<file path="src/rtl/enigma_pkg.sv">
// Shared Enigma constants, rotor indices, stepper state encoding
// and the mod-26 increment used by stepper and rotor offset adders.
package enigma_pkg;

  localparam int NUM_ROTORS = 3;
  localparam int LETTER_W   = 5;
  localparam int ALPHABET   = 26;

  localparam logic [1:0] R_RIGHT = 2'd0;
  localparam logic [1:0] R_MID   = 2'd1;
  localparam logic [1:0] R_LEFT  = 2'd2;

  localparam logic [1:0] ST_IDLE   = 2'd0;
  localparam logic [1:0] ST_EVAL   = 2'd1;
  localparam logic [1:0] ST_COMMIT = 2'd2;

  typedef logic [LETTER_W-1:0] letter_t;

  localparam letter_t LAST_LETTER = letter_t'(ALPHABET - 1);

  // Wraps at the alphabet size, not at the 5-bit boundary.
  function automatic letter_t inc_mod26(letter_t x);
    return (x >= LAST_LETTER) ? '0 : x + letter_t'(1);
  endfunction

endpackage

</file>
<file path="src/rtl/enigma_rotor_stepper_if.sv">
// Control/status bundle between the Enigma core and the rotor stepper.
// master = core side, slave = stepper side.
interface enigma_rotor_stepper_if;
  import enigma_pkg::*;

  logic          load_valid;
  logic [1:0]    load_sel;
  letter_t       load_pos;
  letter_t       notch_r;
  letter_t       notch_m;
  logic          step_req;
  logic [14:0]   pos_out;
  logic          busy;
  logic          step_done;
  logic          load_err;

  modport master (
    output load_valid, load_sel, load_pos,
    output notch_r, notch_m, step_req,
    input  pos_out, busy, step_done, load_err
  );

  modport slave (
    input  load_valid, load_sel, load_pos,
    input  notch_r, notch_m, step_req,
    output pos_out, busy, step_done, load_err
  );

endinterface

</file>
<file path="src/rtl/enigma_pos_reg.sv">
// One rotor position: sync reset, load, and increment mod 26.
// Load has priority over increment.
module enigma_pos_reg
  import enigma_pkg::*;
(
  input  logic    clk,
  input  logic    rst,
  input  logic    load_en_i,
  input  letter_t load_val_i,
  input  logic    inc_en_i,
  output letter_t pos_o
);

  letter_t pos_q, pos_d;

  always_comb begin
    pos_d = pos_q;
    if (load_en_i)
      pos_d = load_val_i;
    else if (inc_en_i)
      pos_d = inc_mod26(pos_q);
  end

  always_ff @(posedge clk) begin
    if (rst)
      pos_q <= '0;
    else
      pos_q <= pos_d;
  end

  assign pos_o = pos_q;

endmodule

</file>
<file path="src/rtl/enigma_rotor_stepper.sv">
// Rotor position register and keypress stepping controller,
// including the middle-rotor double-step.
module enigma_rotor_stepper
  import enigma_pkg::*;
(
  input  logic                    clk,
  input  logic                    rst,
  enigma_rotor_stepper_if.slave   bus
);

  logic [1:0] state_q, state_d;
  logic       load_err_q, load_err_d;

  letter_t    pos [NUM_ROTORS];
  logic       ld  [NUM_ROTORS];
  logic       inc [NUM_ROTORS];

  logic is_idle, is_eval, is_commit;
  logic load_take, load_range_ok;
  logic load_ok, load_bad, step_go;
  logic at_r, at_m;

  assign is_idle   = (state_q == ST_IDLE);
  assign is_eval   = (state_q == ST_EVAL);
  assign is_commit = (state_q == ST_COMMIT);

  assign load_take     = is_idle & bus.load_valid
                       & (bus.load_sel != 2'd3);
  assign load_range_ok = (bus.load_pos <= LAST_LETTER);
  assign load_ok       = load_take & load_range_ok;
  assign load_bad      = load_take & ~load_range_ok;
  assign step_go       = is_idle & bus.step_req
                       & ~bus.load_valid;

  // Notch flags are taken from pre-step positions; the
  // new positions land on the EVAL->COMMIT edge so they
  // are visible together with step_done.
  assign at_r = (pos[R_RIGHT] == bus.notch_r);
  assign at_m = (pos[R_MID]   == bus.notch_m);

  always_comb begin
    inc[R_RIGHT] = is_eval;
    inc[R_MID]   = is_eval & (at_r | at_m);
    inc[R_LEFT]  = is_eval & at_m;
  end

  always_comb begin
    ld[R_RIGHT] = load_ok & (bus.load_sel == R_RIGHT);
    ld[R_MID]   = load_ok & (bus.load_sel == R_MID);
    ld[R_LEFT]  = load_ok & (bus.load_sel == R_LEFT);
  end

  for (genvar i = 0; i < NUM_ROTORS; i++) begin : g_rotor
    enigma_pos_reg u_pos (
      .clk        (clk),
      .rst        (rst),
      .load_en_i  (ld[i]),
      .load_val_i (bus.load_pos),
      .inc_en_i   (inc[i]),
      .pos_o      (pos[i])
    );
  end

  always_comb begin
    state_d = ST_IDLE;
    unique case (1'b1)
      is_idle:   state_d = step_go ? ST_EVAL : ST_IDLE;
      is_eval:   state_d = ST_COMMIT;
      is_commit: state_d = ST_IDLE;
      default:   state_d = ST_IDLE;
    endcase
  end

  assign load_err_d = load_bad;

  always_ff @(posedge clk) begin
    if (rst) begin
      state_q    <= ST_IDLE;
      load_err_q <= 1'b0;
    end else begin
      state_q    <= state_d;
      load_err_q <= load_err_d;
    end
  end

  assign bus.pos_out   = {pos[R_LEFT], pos[R_MID], pos[R_RIGHT]};
  assign bus.busy      = ~is_idle;
  assign bus.step_done = is_commit;
  assign bus.load_err  = load_err_q;

endmodule

</file>
<file path="src/flat_wrapper.sv">
// flat-port wrapper written by rule: the top's interface ports become plain ports
module enigma_rotor_stepper_flat import enigma_pkg::*;
  (clk, rst, bus_load_valid, bus_load_sel, bus_load_pos, bus_notch_r, bus_notch_m, bus_step_req, bus_pos_out, bus_busy, bus_step_done, bus_load_err);
  enigma_rotor_stepper_if bus_i ();
  input  logic clk;
  input  logic rst;
  input wire logic [$bits(bus_i.load_valid)-1:0] bus_load_valid;
  input wire logic [$bits(bus_i.load_sel)-1:0] bus_load_sel;
  input wire logic [$bits(bus_i.load_pos)-1:0] bus_load_pos;
  input wire logic [$bits(bus_i.notch_r)-1:0] bus_notch_r;
  input wire logic [$bits(bus_i.notch_m)-1:0] bus_notch_m;
  input wire logic [$bits(bus_i.step_req)-1:0] bus_step_req;
  output wire logic [$bits(bus_i.pos_out)-1:0] bus_pos_out;
  output wire logic [$bits(bus_i.busy)-1:0] bus_busy;
  output wire logic [$bits(bus_i.step_done)-1:0] bus_step_done;
  output wire logic [$bits(bus_i.load_err)-1:0] bus_load_err;
  assign bus_i.load_valid = bus_load_valid;
  assign bus_i.load_sel = bus_load_sel;
  assign bus_i.load_pos = bus_load_pos;
  assign bus_i.notch_r = bus_notch_r;
  assign bus_i.notch_m = bus_notch_m;
  assign bus_i.step_req = bus_step_req;
  assign bus_pos_out = bus_i.pos_out;
  assign bus_busy = bus_i.busy;
  assign bus_step_done = bus_i.step_done;
  assign bus_load_err = bus_i.load_err;
  enigma_rotor_stepper u_core (.clk(clk), .rst(rst), .bus(bus_i));
endmodule
</file>
<file path="config.mk">
export PLATFORM = sky130hd
export DESIGN_NAME = enigma_rotor_stepper_flat
export DESIGN_NICKNAME = d
export VERILOG_FILES = /design/src/rtl/enigma_pkg.sv /design/src/rtl/enigma_rotor_stepper_if.sv /design/src/rtl/enigma_pos_reg.sv /design/src/rtl/enigma_rotor_stepper.sv /design/src/flat_wrapper.sv
export SDC_FILE = /design/constraint.sdc
export NUM_CORES = 1
export LEC_CHECK = 0
export ABC_AREA = 1
export CORE_UTILIZATION = 40
export CTS_BUF_LIST = sky130_fd_sc_hd__clkbuf_4 sky130_fd_sc_hd__clkbuf_8
export DETAILED_ROUTE_END_ITERATION = 8
export MAX_ROUTING_LAYER = met4
export PLACE_DENSITY_LB_ADDON = 0.12
export SYNTH_ARGS = -nofsm -noshare
export SYNTH_HDL_FRONTEND = slang
export SYNTH_HIERARCHICAL = 1
export SYNTH_SLANG_ARGS = --single-unit
</file>
<file path="constraint.sdc">
create_clock -name clk -period 3.16 [get_ports clk]
set_input_delay 0.632 -clock clk [delete_from_list [all_inputs] [get_ports clk]]
set_output_delay 0.632 -clock clk [all_outputs]
set_load 0.05 [all_outputs]
</file>
# --- Word-level counts from Yosys, hierarchy flattened ---
# Index checks and enable logic that the tools add are counted.
totals:
  ff_bits: 18
  latch_bits: 0
  mem_bits_rw: 0
  mem_bits_ro: 0
  word_cells: 50
  mem_count: 0
classes:
  add_sub_neg: 3
  mul: 0
  n_div: 0
  n_lt_le_gt_ge: 4
  n_eq_ne: 7
  n_shift: 0
  n_mux: 11
  bitwise: 15
  reduce_logical: 5
op_table:
  columns: ["op", "n"]
  rows:
  - ["$mux W5", 9]
  - ["$add A5 B1 Y5 const B", 3]
  - ["$ge A5 B5 Y1 const B", 3]
  - ["$and A1 B1 Y1", 11]
  - ["$eq A5 B5 Y1", 2]
  - ["$reduce_bool A2 Y1", 3]
  - ["$le A5 B5 Y1 const B", 1]
  - ["$eq A2 B1 Y1 const B", 2]
  - ["$eq A2 B2 Y1 const B", 2]
  - ["$logic_not A2 Y1", 2]
  - ["$pmux W2 S2", 1]
  - ["$not A1 Y1", 3]
  - ["$ne A2 B2 Y1 const B", 1]
  - ["$mux W1", 1]
  - ["$or A1 B1 Y1", 1]

# --- Longest topological paths before layout ---
depth:
  depth_word: 6
  depth_mapped: 12
  mapped_depth_nobuf: 12

# --- Hierarchy ---
# The synthesis kept the hierarchy.
modules_own_cells:
  columns: ["module", "n_inst", "cells_each", "area_each_um2"]
  rows:
  - ["enigma_pos_reg", 3, 53, 364.1]
  - ["enigma_rotor_stepper", 1, 78, 375.4]

# --- Least setup slack after synthesis ---
# OpenSTA, ideal clock, no wires.
synth_path:
  kind: "register to register"
  start: "register u_core.g_rotor[1].u_pos.pos_q[0]"
  end: "register u_core.g_rotor[1].u_pos.pos_q[4]"
  t_arrival_ns: 1.648
  slack_ns: 1.391
  path_stages_with_launch: 12
  cell_sequence: "dfxtp_1 > inv_1 > o21ai_0 > nor2_1 > nand3_1 > nand2_1 > nor2_8 > inv_2 > o21ai_1 > nor2_1 > nand2_1 > a21oi_2"
synth_lines:
  columns: ["element", "line_no", "text"]
  rows:
  - ["start: declaration", "enigma_pos_reg.sv:14", "letter_t pos_q, pos_d;"]
  - ["start signal: assignment", "enigma_pos_reg.sv:28", "pos_q <= pos_d;"]

# --- Final worst setup path ---
layout_path:
  start: "register u_core.g_rotor[0].u_pos.pos_q[0]"
  end: "output port bus_pos_out[0]"
layout_lines:
  columns: ["element", "line_no", "text"]
  rows:
  - ["start: declaration", "enigma_pos_reg.sv:14", null]
  - ["start signal: assignment", "enigma_pos_reg.sv:28", null]
  - ["end: declaration", "flat_wrapper.sv:13", "output wire logic [$bits(bus_i.pos_out)-1:0] bus_pos_out;"]
# No word-level cell between the ends.

==> flow_summary.yaml <==
placement:
  placed_cell_area_sq_um: 1890
  dp_hpwl_um: 2640
  gp_congestion: 0.902
  dp_slack_ps: 776
  numPortBuffers: 38
worst_setup_path:
  r2r_slack_ps: 1480
  reg2reg_from: "u_core/g_rotor[1].u_pos/pos_o[0]"
  cpPeakStageDelay_ps: 870
  reg2reg_depth: 11
  critPathSlowestCell: "clkdlybuf4s50_1"
  crit_family: "buffers and inverters"
  worstSetupPathType: "reg -> out"
  required_ps: 2530
  reg2reg_to: "u_core/g_rotor[1].u_pos/pos_o[4]"
  critPathCaptureType: "output port"
  cp_max_fo: 10
  crit_path_start_kind: "register"
  critPathBufInv: 1
  arrival_ps: 1710
  crit_chain: "clkdlybuf4s50_1"
timing:
  setup-violations-final: 0
  slew_headroom: 0.478
  tns_ps: 0
  hold_slack_ps: 506
  clock_skew_ps: 0.802
  fin_crit_sh: 0.740
  rsz0062_at_grt: "false"
  post-route-min-period_ps: 2340
  max_freq_ghz: 0.427
  hold_violations: 0
  slew_viol_final: 0
  worstMarginPinSlew_ps: 780
  worst_slack_ps: 820
cells_and_area:
  antennaDiodeCount: 0
  fin_nets: 307
  area_growth_pct: 31.5
  fillers: 367
  drive_gt1_frac: 0.0824
  final_area_sq_um: 1930
global_routing:
  antenna_found_initial: 0
  grt_first_pass_wirelength_um: 5970
  grt-ovfl-total: 0
  gr-usage-all-layers: 0.189
  grt_max_degree: 19
  grt_pass1_vias: 1355
yosys:
  yosysSeqAreaShare: 0.246
  synth_top_family_by_area: "simple AND/OR/NAND/NOR gates"
  yosysWarnings: 6
  synthAdderAreaFrac: 0.0512
  avgSynthCellArea_sq_um: 6.19
  syn-num-nets: 264
  synth_top_area_cell: "dfxtp_1"
  synthMuxAreaShare: 0
  synthTopCellsByArea: "dfxtp_1 (25%), nand2_1 (16%), inv_1 (11%)"
  synth_compound_area_frac: 0.157
  synth.top_cell.area_share: 0.246
  ys_ff_latch: 18
  synth_area_sq_um: 1470
  synth-xor-area-share: 0
  synth_cells: 237
  ys_types: 21
  synthSimpleGateAreaFrac: 0.406
pwr:
  vdd_drop_max_v: 0.000154
  power_leakage_nw: 0.879
  powerDensity_nw_per_um2: 295
die:
  core_area_sq_um: 3420
  dieWidth_um: 62.6
  ioPinCount: 39
  die_height_um: 62.6
  start_util: 0.430
  die-area_sq_um: 3920
  row_count: 21
hold_path:
  hold_start: "u_core/state_q[0]"
  whs_path_depth: 2
  hp-class: "reg -> reg"
  holdPathEnd: "u_core/state_q[1]"
clock_network:
  cts.path.max_buffers: 2
  clk_pin_slew_worst_paths_ps: 100
  cts.sinks: 18
  h-tree-depth: 1
  insertion_delay_ps: 300
  cts_setup_buffers: 0
  numCtsBuffers: 3
  ctsHoldBuffers: 0
  cts_tree: "built"
  post_cts_resized: 0
  cts_root_buffer: "clkbuf_4"
route:
  vias: 1535
  drtIter0Drc: 100
  drcViolationCount: 0
  drt-wirelength-per-cell_um: 10.6
  totalWireLength_um: 3440
  via_per_inst: 4.72
  first_pass_iters: 4
  ant_nets: 0
status:
  status: "completed"
job:
  cap_violations: 0
stage by stage:
| step | util | total power, W | cells |
|---|---|---|---|
| after floorplan | - | 0.000363 | 237 |
| after global placement | 0.555 | 0.000429 | 321 |
| after detailed placement | 0.555 | 0.000430 | 321 |
| after CTS | 0.565 | 0.000575 | 325 |
| after global routing | 0.565 | 0.000605 | 325 |
| final | 0.565 | 0.000570 | 325 |
layout make-up:
type,instances,area (sq um),area share
multi-input combinational,170,901,0.467
timing repair buffer,41,403,0.209
sequential,18,360,0.187
inverter,46,173,0.0894
tap,46,57.6,0.0298
clock buffer,4,36.3,0.0188
flip-flops by register name, summed over array words and instances (netlist names):
name	count
u_core/state_q	2
u_core/bus.load_err	1
u_core/g_rotor.u_pos/pos_o	15
power breakdown:
group,leakage [nW],switching [W],total (W),internal (W)
Sequential,0.146,0.0000185,0.000255,0.000236
Clock,0.0210,0.0000752,0.000146,0.0000703
Combinational,0.711,0.0000975,0.000170,0.0000720
Total,0.879,0.000191,0.000570,0.000379
worst max path at each step:
| stage | start | endpoint | slack, ps | cells past startpoint |
|---|---|---|---|---|
| 2_1_floorplan | u_core/g_rotor[1].u_pos/pos_o[0] | u_core/g_rotor[1].u_pos/pos_o[4] | 1390 | 11 |
| 3_3_place_gp | bus_load_pos[2] | u_core/g_rotor[1].u_pos/pos_o[4] | 830 | 11 |
| 3_5_place_dp | bus_load_pos[1] | u_core/g_rotor[1].u_pos/pos_o[4] | 780 | 11 |
| 4_1_cts | u_core/g_rotor[0].u_pos/pos_o[2] | bus_pos_out[2] | 800 | 1 |
| 5_1_grt | u_core/g_rotor[0].u_pos/pos_o[0] | bus_pos_out[0] | 730 | 1 |
| 6_report | u_core/g_rotor[0].u_pos/pos_o[0] | bus_pos_out[0] | 820 | 1 |
cell usage in the layout (no fill, tap or decap), drive strengths merged:
| master | count |
|---|---|
| nand2 | 61 |
| inv | 46 |
| nor2 | 43 |
| clkdlybuf4s50 | 38 |
| dfxtp | 18 |
| a21oi | 15 |
| a22oi | 12 |
| nand3 | 11 |
| nand4 | 10 |
| o21ai | 7 |
| ha | 6 |
| clkbuf | 4 |
| buf | 3 |
| nor3 | 2 |
| or2 | 1 |
| o211ai | 1 |
| nor4b | 1 |
synthesized netlist by cell type:
| library cell | number |
|---|---|
| a21oi_1 | 12 |
| a21oi_2 | 3 |
| a22oi_1 | 12 |
| buf_6 | 3 |
| dfxtp_1 | 18 |
| ha_1 | 6 |
| inv_1 | 42 |
| inv_2 | 4 |
| nand2_1 | 61 |
| nand3_1 | 11 |
| nand4_1 | 10 |
| nor2_1 | 39 |
| nor2_4 | 1 |
| nor2_8 | 3 |
| nor3_1 | 2 |
| nor4b_2 | 1 |
| o211ai_1 | 1 |
| o21ai_0 | 1 |
| o21ai_1 | 3 |
| o21ai_2 | 3 |
| or2_2 | 1 |
per-layer routing:
| metal | part of all wire | track usage | wire length [um] | up-vias |
|---|---|---|---|---|
| met1 | 0.49 | 0.236 | 1690 | 652 |
| met2 | 0.46 | 0.317 | 1570 | 32 |
| met5 | 0 | - | 0 | - |
| met4 | 0.012 | 0.0552 | 42 | 0 |
| li1 | - | - | - | 846 |
| met3 | 0.040 | 0.0237 | 137 | 5 |
cell families after synthesis:
| family | Yosys count |
|---|---|
| buffers and inverters | 49 |
| flip-flops | 18 |
| adder cells (fa/ha/maj) | 6 |
| AO/OA/AOI/OAI | 35 |
| AND/OR/NAND/NOR | 129 |
Power figures use the tool's default switching activity.
